File: src/rtl/fpu_req_arbiter.sv
// Round-robin arbiter sharing one FPU core between NUM_REQ requesters, one operation in flight.
// Optional WAIT-state watchdog enabled by defining FPU_ARB_TIMEOUT_EN.
module fpu_req_arbiter #(
    parameter int unsigned NUM_REQ     = 2,
    parameter int unsigned DATA_W      = 32,
    parameter int unsigned TIMEOUT_CYC = 1024
) (
    input  logic                      clk,
    input  logic                      rst,
    input  logic [NUM_REQ-1:0]        req_valid,
    input  logic [NUM_REQ*4-1:0]      req_op,
    input  logic [NUM_REQ*DATA_W-1:0] req_a,
    input  logic [NUM_REQ*DATA_W-1:0] req_b,
    output logic [NUM_REQ-1:0]        req_ready,
    output logic [NUM_REQ-1:0]        rsp_valid,
    output logic [DATA_W-1:0]         rsp_result,
    output logic                      rsp_err,
    input  logic [NUM_REQ-1:0]        rsp_ack,
    output logic                      fpu_start,
    output logic [3:0]                fpu_op,
    output logic [DATA_W-1:0]         fpu_a,
    output logic [DATA_W-1:0]         fpu_b,
    input  logic                      fpu_done,
    input  logic [DATA_W-1:0]         fpu_result,
    output logic                      fpu_ack,
    output logic                      busy
);

    localparam int unsigned PTR_W  = (NUM_REQ > 1) ? $clog2(NUM_REQ) : 1;
    localparam int unsigned OP_W   = 4;
    localparam logic [3:0]  OP_MAX = 4'hA;

    if (NUM_REQ < 2 || NUM_REQ > 8) begin : g_bad_num_req
        $error("fpu_req_arbiter: NUM_REQ must be 2..8");
    end
    if (TIMEOUT_CYC < 1 || TIMEOUT_CYC > 65535) begin : g_bad_timeout
        $error("fpu_req_arbiter: TIMEOUT_CYC must fit the 16-bit watchdog");
    end

    typedef enum logic [1:0] {
        S_IDLE,
        S_ISSUE,
        S_WAIT,
        S_RESP
    } state_e;

    state_e              state_q, state_d;
    logic [PTR_W-1:0]    rr_ptr_q, rr_ptr_d;
    logic [PTR_W-1:0]    gnt_q, gnt_d;
    logic [NUM_REQ-1:0]  req_ready_q, req_ready_d;
    logic [NUM_REQ-1:0]  rsp_valid_q, rsp_valid_d;
    logic [DATA_W-1:0]   rsp_result_q, rsp_result_d;
    logic                rsp_err_q, rsp_err_d;
    logic                fpu_start_q, fpu_start_d;
    logic [OP_W-1:0]     fpu_op_q, fpu_op_d;
    logic [DATA_W-1:0]   fpu_a_q, fpu_a_d;
    logic [DATA_W-1:0]   fpu_b_q, fpu_b_d;
    logic                busy_q, busy_d;

    logic                pick_found;
    logic [PTR_W-1:0]    pick_idx;
    int unsigned         cand;
    logic [OP_W-1:0]     sel_op;
    logic [DATA_W-1:0]   sel_a;
    logic [DATA_W-1:0]   sel_b;
    logic [NUM_REQ-1:0]  pick_oh;
    logic [NUM_REQ-1:0]  gnt_oh;

`ifdef FPU_ARB_TIMEOUT_EN
    localparam logic [15:0]       TMO_LIMIT = 16'(TIMEOUT_CYC);
    localparam logic [DATA_W-1:0] QNAN      = DATA_W'(32'h7FC0_0000);
    logic [15:0] tmo_cnt_q, tmo_cnt_d;
`endif

    // First requesting index at or after rr_ptr, wrapping around.
    always_comb begin
        pick_found = 1'b0;
        pick_idx   = '0;
        cand       = 0;
        for (int unsigned off = 0; off < NUM_REQ; off++) begin
            cand = (32'(rr_ptr_q) + off) % NUM_REQ;
            if (!pick_found && req_valid[PTR_W'(cand)]) begin
                pick_found = 1'b1;
                pick_idx   = PTR_W'(cand);
            end
        end
    end

    // Operand mux for the picked requester.
    always_comb begin
        sel_op = '0;
        sel_a  = '0;
        sel_b  = '0;
        for (int unsigned i = 0; i < NUM_REQ; i++) begin
            if (PTR_W'(i) == pick_idx) begin
                sel_op = req_op[i*OP_W +: OP_W];
                sel_a  = req_a[i*DATA_W +: DATA_W];
                sel_b  = req_b[i*DATA_W +: DATA_W];
            end
        end
    end

    assign pick_oh = NUM_REQ'(1) << pick_idx;
    assign gnt_oh  = NUM_REQ'(1) << gnt_q;

    always_comb begin
        state_d      = state_q;
        rr_ptr_d     = rr_ptr_q;
        gnt_d        = gnt_q;
        req_ready_d  = '0;
        rsp_valid_d  = rsp_valid_q;
        rsp_result_d = rsp_result_q;
        rsp_err_d    = rsp_err_q;
        fpu_start_d  = 1'b0;
        fpu_op_d     = fpu_op_q;
        fpu_a_d      = fpu_a_q;
        fpu_b_d      = fpu_b_q;
`ifdef FPU_ARB_TIMEOUT_EN
        tmo_cnt_d    = tmo_cnt_q;
`endif
        unique case (state_q)
            S_IDLE: begin
                if (pick_found) begin
                    gnt_d       = pick_idx;
                    req_ready_d = pick_oh;
                    fpu_op_d    = sel_op;
                    fpu_a_d     = sel_a;
                    fpu_b_d     = sel_b;
                    if (sel_op > OP_MAX) begin
                        // Illegal opcode bypasses the core entirely.
                        rsp_valid_d  = pick_oh;
                        rsp_result_d = '0;
                        rsp_err_d    = 1'b1;
                        state_d      = S_RESP;
                    end else begin
                        state_d = S_ISSUE;
                    end
                end
            end
            S_ISSUE: begin
                fpu_start_d = 1'b1;
`ifdef FPU_ARB_TIMEOUT_EN
                tmo_cnt_d   = '0;
`endif
                state_d     = S_WAIT;
            end
            S_WAIT: begin
                if (fpu_done) begin
                    rsp_valid_d  = gnt_oh;
                    rsp_result_d = fpu_result;
                    rsp_err_d    = 1'b0;
                    state_d      = S_RESP;
                end
`ifdef FPU_ARB_TIMEOUT_EN
                else if (tmo_cnt_q >= TMO_LIMIT) begin
                    rsp_valid_d  = gnt_oh;
                    rsp_result_d = QNAN;
                    rsp_err_d    = 1'b1;
                    state_d      = S_RESP;
                end else begin
                    tmo_cnt_d = tmo_cnt_q + 16'd1;
                end
`endif
            end
            S_RESP: begin
                if (rsp_ack[gnt_q]) begin
                    rsp_valid_d = '0;
                    rr_ptr_d    = (gnt_q == PTR_W'(NUM_REQ - 1)) ? '0 : gnt_q + PTR_W'(1);
                    state_d     = S_IDLE;
                end
            end
            default: state_d = S_IDLE;
        endcase
        busy_d = (state_d != S_IDLE);
    end

    always_ff @(posedge clk) begin
        if (rst) begin
            state_q      <= S_IDLE;
            rr_ptr_q     <= '0;
            gnt_q        <= '0;
            req_ready_q  <= '0;
            rsp_valid_q  <= '0;
            rsp_result_q <= '0;
            rsp_err_q    <= 1'b0;
            fpu_start_q  <= 1'b0;
            fpu_op_q     <= '0;
            fpu_a_q      <= '0;
            fpu_b_q      <= '0;
            busy_q       <= 1'b0;
`ifdef FPU_ARB_TIMEOUT_EN
            tmo_cnt_q    <= '0;
`endif
        end else begin
            state_q      <= state_d;
            rr_ptr_q     <= rr_ptr_d;
            gnt_q        <= gnt_d;
            req_ready_q  <= req_ready_d;
            rsp_valid_q  <= rsp_valid_d;
            rsp_result_q <= rsp_result_d;
            rsp_err_q    <= rsp_err_d;
            fpu_start_q  <= fpu_start_d;
            fpu_op_q     <= fpu_op_d;
            fpu_a_q      <= fpu_a_d;
            fpu_b_q      <= fpu_b_d;
            busy_q       <= busy_d;
`ifdef FPU_ARB_TIMEOUT_EN
            tmo_cnt_q    <= tmo_cnt_d;
`endif
        end
    end

    // Ack answers fpu_done in the same cycle, so it cannot be registered.
    assign fpu_ack    = !rst && (state_q == S_WAIT) && fpu_done;

    assign req_ready  = req_ready_q;
    assign rsp_valid  = rsp_valid_q;
    assign rsp_result = rsp_result_q;
    assign rsp_err    = rsp_err_q;
    assign fpu_start  = fpu_start_q;
    assign fpu_op     = fpu_op_q;
    assign fpu_a      = fpu_a_q;
    assign fpu_b      = fpu_b_q;
    assign busy       = busy_q;

endmodule

File: config.mk
export PLATFORM = sky130hd
export DESIGN_NAME = fpu_req_arbiter
export DESIGN_NICKNAME = d
export VERILOG_FILES = /design/src/rtl/fpu_req_arbiter.sv
export SDC_FILE = /design/constraint.sdc
export NUM_CORES = 1
export LEC_CHECK = 0
export ABC_AREA = 1
export CORE_UTILIZATION = 37
export CTS_BUF_LIST = sky130_fd_sc_hd__clkbuf_2 sky130_fd_sc_hd__clkbuf_4 sky130_fd_sc_hd__clkbuf_8
export DETAILED_ROUTE_END_ITERATION = 10
export PLACE_DENSITY = 0.9
export REMOVE_ABC_BUFFERS = 1
export SLEW_MARGIN = 20
export SYNTH_ARGS = -nofsm -noshare
export SYNTH_HDL_FRONTEND = slang
export SYNTH_SLANG_ARGS = --single-unit
File: constraint.sdc
create_clock -name clk -period 1.9 [get_ports clk]
set_input_delay 0.285 -clock clk [delete_from_list [all_inputs] [get_ports clk]]
set_output_delay 0.285 -clock clk [all_outputs]
set_load 0.03 [all_outputs]
# Word level (Yosys, flattened, before mapping)
# Cells that the tools add are included.
[totals] register_bits=111
[op_classes] shifts=2 addsub=2 bitwise_logic=2 eq_ne=7 order_cmp=4 n_reduce_logical=14 mux=33
[op_table] op="two-way mux 32 bit" n=5
[op_table] op="one-hot mux 32 bit (2 select lines)" n=1
[op_table] op="two-way mux 2 bit" n=8
[op_table] op="two-way mux 1 bit" n=15
[op_table] op="!= test 2 bit, second input constant" n=4
[op_table] op="one-hot mux 2 bit (4 select lines)" n=1
[op_table] op="less-than comparator 1 x 2 -> 1 bit, second input constant" n=3
[op_table] op="one-hot mux 2 bit (3 select lines)" n=1
[op_table] op="AND reduction 5 bit" n=1
[op_table] op="equality test 2 bit, second input constant" n=2
[op_table] op="greater-than comparator 4 bit, second input constant" n=1
[op_table] op="two-way mux 4 bit" n=1
[op_table] op="AND reduction 2 bit" n=2
[op_table] op="AND reduction 4 bit" n=1
[op_table] op="nonzero test 2 bit" n=2
[op_table] op="<< shifter 1 x 1 -> 2 bit, first input constant" n=2
[op_table] op="logical AND 1 bit" n=3
[op_table] op="nonzero test 3 bit" n=1
[op_table] op="OR reduction 3 bit" n=1
[op_table] op="adder 1 bit, second input constant" n=2
[op_table] op="equality test 2 x 1 -> 1 bit, second input constant" n=1
[op_table] op="zero test 1 bit" n=2
[op_table] op="zero test 2 bit" n=1
[op_table] op="inverter 1 bit" n=2
[op_table] op="one-hot mux 1 bit (2 select lines)" n=1

# Longest topological paths before layout
# Gate-level depths: netlist of the first run.
[logic_depth] word_depth=12 depth_mapped=13 depth_no_buf=12

# Worst setup path before layout of the first run
# Ideal clock, no wire load.
[synth_timing] path_type="reg2out" from="register state_q[1]" to="output fpu_ack" path_buffers=1 slack_ns=0.455 arrival_time_ns=1.160 t_required_ns=1.615 path_stages_with_launch=6 cell_sequence="dfxtp_1 > inv_1 > nor2_1 > nand2_1 > nor2_2 > buf_2"
[synth_via] elab_chain_len=3
[synth_rtl] item="from (decl)" line_no="47" text="state_e state_q, state_d;"
[synth_rtl] item="from (signal assigned)" line_no="195" text="state_q <= state_d;"
[synth_rtl] item="equality test 2 bit" line_no="214" text="assign fpu_ack = !rst && (state_q == S_WAIT) && fpu_done;"
[synth_rtl] item="logical AND 1 bit (2 in a row)" line_no="214"
[synth_rtl] item="to (decl)" line_no="25" text="output logic fpu_ack,"
# No other way between the ends.

# Worst setup path in the final report of the first run
# Same ends and word-level chain as after synthesis.

==> impl_metrics.tcl, run 1 <==
set metrics [dict create \
    layout_worst_path_cycle_share_pct 91.3 \
    clkPwrFrac_pct 25.7 \
    core_sq_um 11000 \
    io_buffers 282 \
    layout_min_cycle_time_ps 1730 \
    drtIter0Drc 230 \
    cts_tree "done" \
    netlist_area_sq_um 4260 \
    cts_num_sinks 111 \
    syn_inst 543 \
    final_util_pct 68.2 \
    boundaryPins 283 \
    critPathLaunchType "flop" \
    pwr-share-seq_pct 43.0 \
    p_int_mw 4.34 \
    die_area_sq_um 12000 \
    max_cap_violations 0 \
    setup_violations 0 \
    clock_latency_ps 380 \
    detail-route-antenna-nets 0 \
    ys_seq_area_share_pct 52.1 \
    timing.fmax_mhz 577 \
    r2r-start "state_q[1]$_SDFF_PP0_" \
    crit_path_end_kind "output port" \
    final_cell_area_sq_um 7520 \
    whs_path_depth 3 \
    tightest_slew_ps 374 \
    grt_pass1_vias 4419 \
    gp_congestion 0.851 \
    layout_common_cells "281 x clkdlybuf4s50_1, 198 x nand2_1, 110 x dfxtp_1" \
    rr_worst_depth 8 \
    power_density_nw_per_um2 836 \
    grt_pass1_wl_microns 21100 \
    critPathMaxFanout 6 \
    r2r-end "fpu_b[21]$_SDFFE_PP0P_" \
    num_vias 4664 \
    ys_warn_count 0 \
    crit_type "flop to output port" \
    drt_first_pass_iters 4 \
    relSlewSlack_pct 75.0 \
    synth_area_per_cell_sq_um 7.85 \
    multi_input_area_sq_um 1690 \
    clk_pin_slew_ps 100 \
    fp.dieW_microns 109 \
    drc_errors 0 \
    swShare_pct 31.0 \
    dpl.hpwl_microns 10900 \
    die_h_microns 109 \
    cts_buffers 9 \
    yosysUniqueCellTypes 22 \
    cts_hold_buf 0 \
    clock_skew_ps 7.98 \
    final_layout_size_suffix_gt1_share_pct 5.45 \
    arrival_ps 1450 \
    wirelength_microns 14200 \
    wire_per_inst_microns 14.7 \
    finalSetupTns_ps 0 \
    vdd_drop_max_uv 738 \
    seq_area_sq_um 2220 \
    hold_end "rsp_result[7]$_SDFFE_PP0P_" \
    fillers 845 \
    layout_commonest_cell "clkdlybuf4s50_1" \
    cts.htree.levels 3 \
    antenna_found_initial 0 \
    via_per_inst 4.83 \
    report.final.hold_viol_count 0 \
    nets 996 \
    cts_root_buf "clkbuf_8" \
    post_dp_cell_area_sq_um 7280 \
    synth_seq_cells 111 \
    synthToLayoutAreaGrowth_pct 76.5 \
    worstPathRequired_ps 1620 \
    pwr-share-comb_pct 31.3 \
    clockBufferDepth 2 \
    r2r_slack_ps 400 \
    hp-class "input port to flop" \
    antenna_cells 0 \
    hold_start "fpu_result[7]" \
    status "complete, no violations" \
    rsz0062_at_grt "false" \
    p_leak_nw 3.33 \
    overflow 0 \
    slew_viol_final 0 \
    start_util_pct 38.6 \
    grt_max_degree 39 \
    power.switching_mw 1.95 \
    track_usage_pct 23.3 \
    num_rows 38 \
]
what timing repair did:
| item | CTS | global route |
|---|---|---|
| setup buffers | 0 | 0 |
| setup endpoints to repair | 1 | 1 |
| gates resized for setup | 1 | 2 |
| hold endpoints to repair | 0 | 0 |
state kept, by name (all words and copies together), names as in the netlist:
register and cells:
rr_ptr_q 1, busy 1, fpu_a 32, gnt_q 1
req_ready 2, fpu_op 4, rsp_err 1, state_q 2
fpu_b 32, rsp_valid 2, fpu_start 1, rsp_result 32
worst max path at each step:
stage | startpoint | to | slack [ps]
floorplan | state_q[1]$_SDFF_PP0_ | fpu_b[23]$_SDFFE_PP0P_ | -170
global placement | req_valid[0] | rsp_result[3]$_SDFFE_PP0P_ | 30
detailed placement | req_valid[1] | fpu_b[21]$_SDFFE_PP0P_ | -50
CTS | state_q[1]$_SDFF_PP0_ | fpu_ack | 30
global route | state_q[1]$_SDFF_PP0_ | fpu_ack | 60
finish | state_q[1]$_SDFF_PP0_ | fpu_ack | 170
power by group through the flow:
stage / Sequential, mW / Combinational (mW) / Clock, mW
after detailed placement: 2.76 / 1.97 / 0
after global placement: 2.75 / 1.94 / 0
after CTS: 2.71 / 1.97 / 1.66
after floorplan: 3.20 / 0.440 / 0
after global routing: 2.74 / 2.10 / 1.77
final: 2.71 / 1.96 / 1.62
routing by layer:
metal | track usage (%) | routed length [microns]
met2 | 41.5 | 7110
met3 | 10.9 | 1590
met1 | 23.4 | 5130
met5 | 0 | 0
met4 | 9.05 | 357
synthesized netlist by cell type, drive strengths merged:
cell type  count  area [sq um]
buf           31           195
a22o          32           280
nor2           9          46.3
a22oi          1          7.51
dfxtp        111          2220
nand3         72           360
nand2        201           767
a41oi          1          8.76
nor3           1          5.00
o21ai          5          25.0
o31ai          1          7.51
inv           43           161
a21oi         35           175
stage by stage:
step | total power, mW | setup WS, ps | hold WS, ps | instances
floorplan | 3.64 | -168 | 354 | 512
global placement | 4.69 | 27.8 | 433 | 950
detailed placement | 4.72 | -46.9 | 449 | 950
CTS | 6.34 | 31.3 | 411 | 966
global route | 6.60 | 56.0 | 424 | 966
finish | 6.29 | 166 | 436 | 966
worst max-delay path, stage by stage, from the launching register on:
cell,delay (ps)
dfxtp_2,390
inv_1,100
nor2_2,120
nand2_1,130
nor2_4,160
buf_4,180
cells by family (layout without fill, tap and decap cells):
logic type	Yosys count	after routing	share of synthesized area [%]
DFF	111	111	52.1
and+or+nand+nor	283	283	27.7
buffers and inverters	74	357	8.37
AOI/OAI and AO/OA	75	75	11.8
final cells by class:
class / count / share of cell area [%]
Multi-Input combinational cell: 358 / 22.5
Clock inverter: 4 / 1.03
Sequential cell: 111 / 29.6
Tap cell: 140 / 2.33
Timing Repair Buffer: 298 / 40.4
Clock buffer: 12 / 2.03
Inverter: 43 / 2.15
(Power assumes the default switching activity.)
==> inputs of run 2 (changes only) <==
- CAP_MARGIN: default -> 15
- CORE_UTILIZATION: 37 -> 35
- PLACE_DENSITY: 0.9 -> 0.86
==> run 2 against run 1 <==
The run now ends with design-rule violations left. Core utilization shrank 3.7 points. Non-clock buffer count up 7. Design area hardly changed.
==> impl_metrics.tcl, run 2 (synthesized netlist as in run 1, its figures left out) <==
set metrics [dict create \
    dpl.hpwl_microns 11400 \
    nets 1003 \
    final_cell_area_sq_um 7520 \
    critPathLaunchType "flop" \
    io_buffers 282 \
    use_met3_pct 10.9 \
    drtIter0Drc 186 \
    cts.htree.levels 3 \
    worstPathRequired_ps 1620 \
    layout_common_cells "281 x clkdlybuf4s50_1, 197 x nand2_1, 110 x dfxtp_1" \
    via_per_inst 4.79 \
    grt_pass1_vias 4636 \
    crit_family "simple AND/OR/NAND/NOR gates" \
    critPathMaxFanout 6 \
    grt_pass1_wl_microns 23000 \
    grt_busiest_layer "met2" \
    synthToLayoutAreaGrowth_pct 76.4 \
    num_rows 39 \
    violations "design-rule violations" \
    critical_path_buf_inv_count 2 \
    crit_path_end_kind "output port" \
    drt_first_pass_iters 8 \
    slew_viol_final 0 \
    vdd_drop_max_uv 686 \
    wirelength_microns 14700 \
    arrival_ps 1520 \
    grt_max_degree 42 \
    final_layout_size_suffix_gt1_share_pct 6.14 \
    met1_usage_pct 22.3 \
    die_area_sq_um 12600 \
    tightest_slew_ps 394 \
    die_h_microns 112 \
    clk_pin_slew_ps 100 \
    hold_ws_ps 438 \
    boundaryPins 283 \
    rsz0062_at_grt "false" \
    finalWorstSetupSlack_ps 91.8 \
    status "finished, violations left" \
    crit_path_cell_trace "inv_1, nor2_2, nand2_2, nor2_4, buf_4" \
    fp.dieW_microns 112 \
    r2r_slack_ps 380 \
    detail-route-antenna-nets 0 \
    post_dp_cell_area_sq_um 7290 \
    cts_num_sinks 111 \
    layout_commonest_cell "clkdlybuf4s50_1" \
    cpPeakStageDelay_ps 400 \
    drc_errors 20 \
    relSlewSlack_pct 73.6 \
    dpl.cell_count 959 \
    antenna_found_initial 0 \
    num_vias 4667 \
    met2_usage_pct 44.6 \
    final-instance-count-excl-fill 974 \
    cts_root_buf "clkbuf_8" \
    cp_slowest_cell "dfxtp_2" \
    layout_worst_path_cycle_share_pct 95.2 \
    layout_min_cycle_time_ps 1810 \
    track_usage_pct 23.5 \
    clockBufferDepth 2 \
    finalPower_mw 6.19 \
    preCtsSetupSlack_ps 10.0 \
    clock_skew_ps 7.69 \
    wire_per_inst_microns 15.1 \
    setup_violations 0 \
    antenna_cells 0 \
    p_leak_nw 3.34 \
    gp_congestion 0.819 \
    overflow 0 \
    report.final.hold_viol_count 0 \
    timing.fmax_mhz 553 \
    power_density_nw_per_um2 823 \
    start_util_pct 36.5 \
    crit_type "flop to output port" \
    hp-class "input port to flop" \
    max_cap_violations 0 \
    cts_tree "done" \
    fillers 952 \
    cts_buffers 9 \
    clock_latency_ps 380 \
    core_sq_um 11700 \
]
-- run 2: cell types whose count changed in the layout (fill, tap and decap cells not counted), sizes merged --
cell      previous run  this run
clkbuf              12        10
buf                 17        24
inv                 44        43
clkinvlp             0         1
-- run 2: timing repair --
| action | 4_1_cts | 5_1_grt |
|---|---|---|
| endpoints found under the setup margin | 1 | 1 |
| endpoints found under the hold margin | 0 | 0 |
| buffers inserted | 1 | 0 |
| pin swaps | 1 | 0 |
| cloned | 0 | 0 |
| gates resized for setup | 3 | 1 |
| hold buffers | 0 | 0 |
-- run 2: final cells by class --
cell class                      instances  area (sq um)  share of cell area (%)
Clock inverter                          4          72.6                   0.966
Timing Repair Buffer                  305          3060                    40.7
Clock buffer                           10           131                    1.75
Tap cell                              143           179                    2.38
Multi-Input combinational cell        358          1690                    22.5
Inverter                               43           161                    2.15
Sequential cell                       111          2220                    29.6
-- run 2: path summary, 6_finish.rpt --
check / startpoint / endpoint / cells after the start
worst max-delay path: state_q[1]$_SDFF_PP0_ / fpu_ack / 5
worst min-delay path: fpu_result[12] / rsp_result[12]$_SDFFE_PP0P_ / 3
worst max register to register: state_q[1]$_SDFF_PP0_ / rsp_result[30]$_SDFFE_PP0P_ / 8
worst min register to register: rsp_result[22]$_SDFFE_PP0P_ / rsp_result[22]$_SDFFE_PP0P_ / 2
-- run 2: power breakdown --
part           switching (mW)  internal (mW)  leakage [nW]  total, mW
clock                   0.774          0.741         0.102       1.52
sequential              0.134           2.57         0.910       2.70
combinational            1.02          0.944          2.33       1.97
total                    1.93           4.26          3.34       6.19
-- run 2: worst min-delay path, delay by kind of cell --
kind                   cells  cell delay, ps
AND/OR/NAND/NOR            2             100
buffers and inverters      1             390
-- run 2: per-layer routing --
metal	vias to the layer above	routed length [microns]
li1	2324	-
met1	2099	5100
met2	224	7600
met3	20	1680
met4	0	295
met5	-	0
-- run 2: stage by stage --
step / utilization (%) / setup TNS, ps
floorplan: - / -2730
global placement: 62.5 / 0
detailed placement: 62.5 / 0
CTS: 64.4 / 0
global route: 64.4 / 0
finish: 64.4 / 0
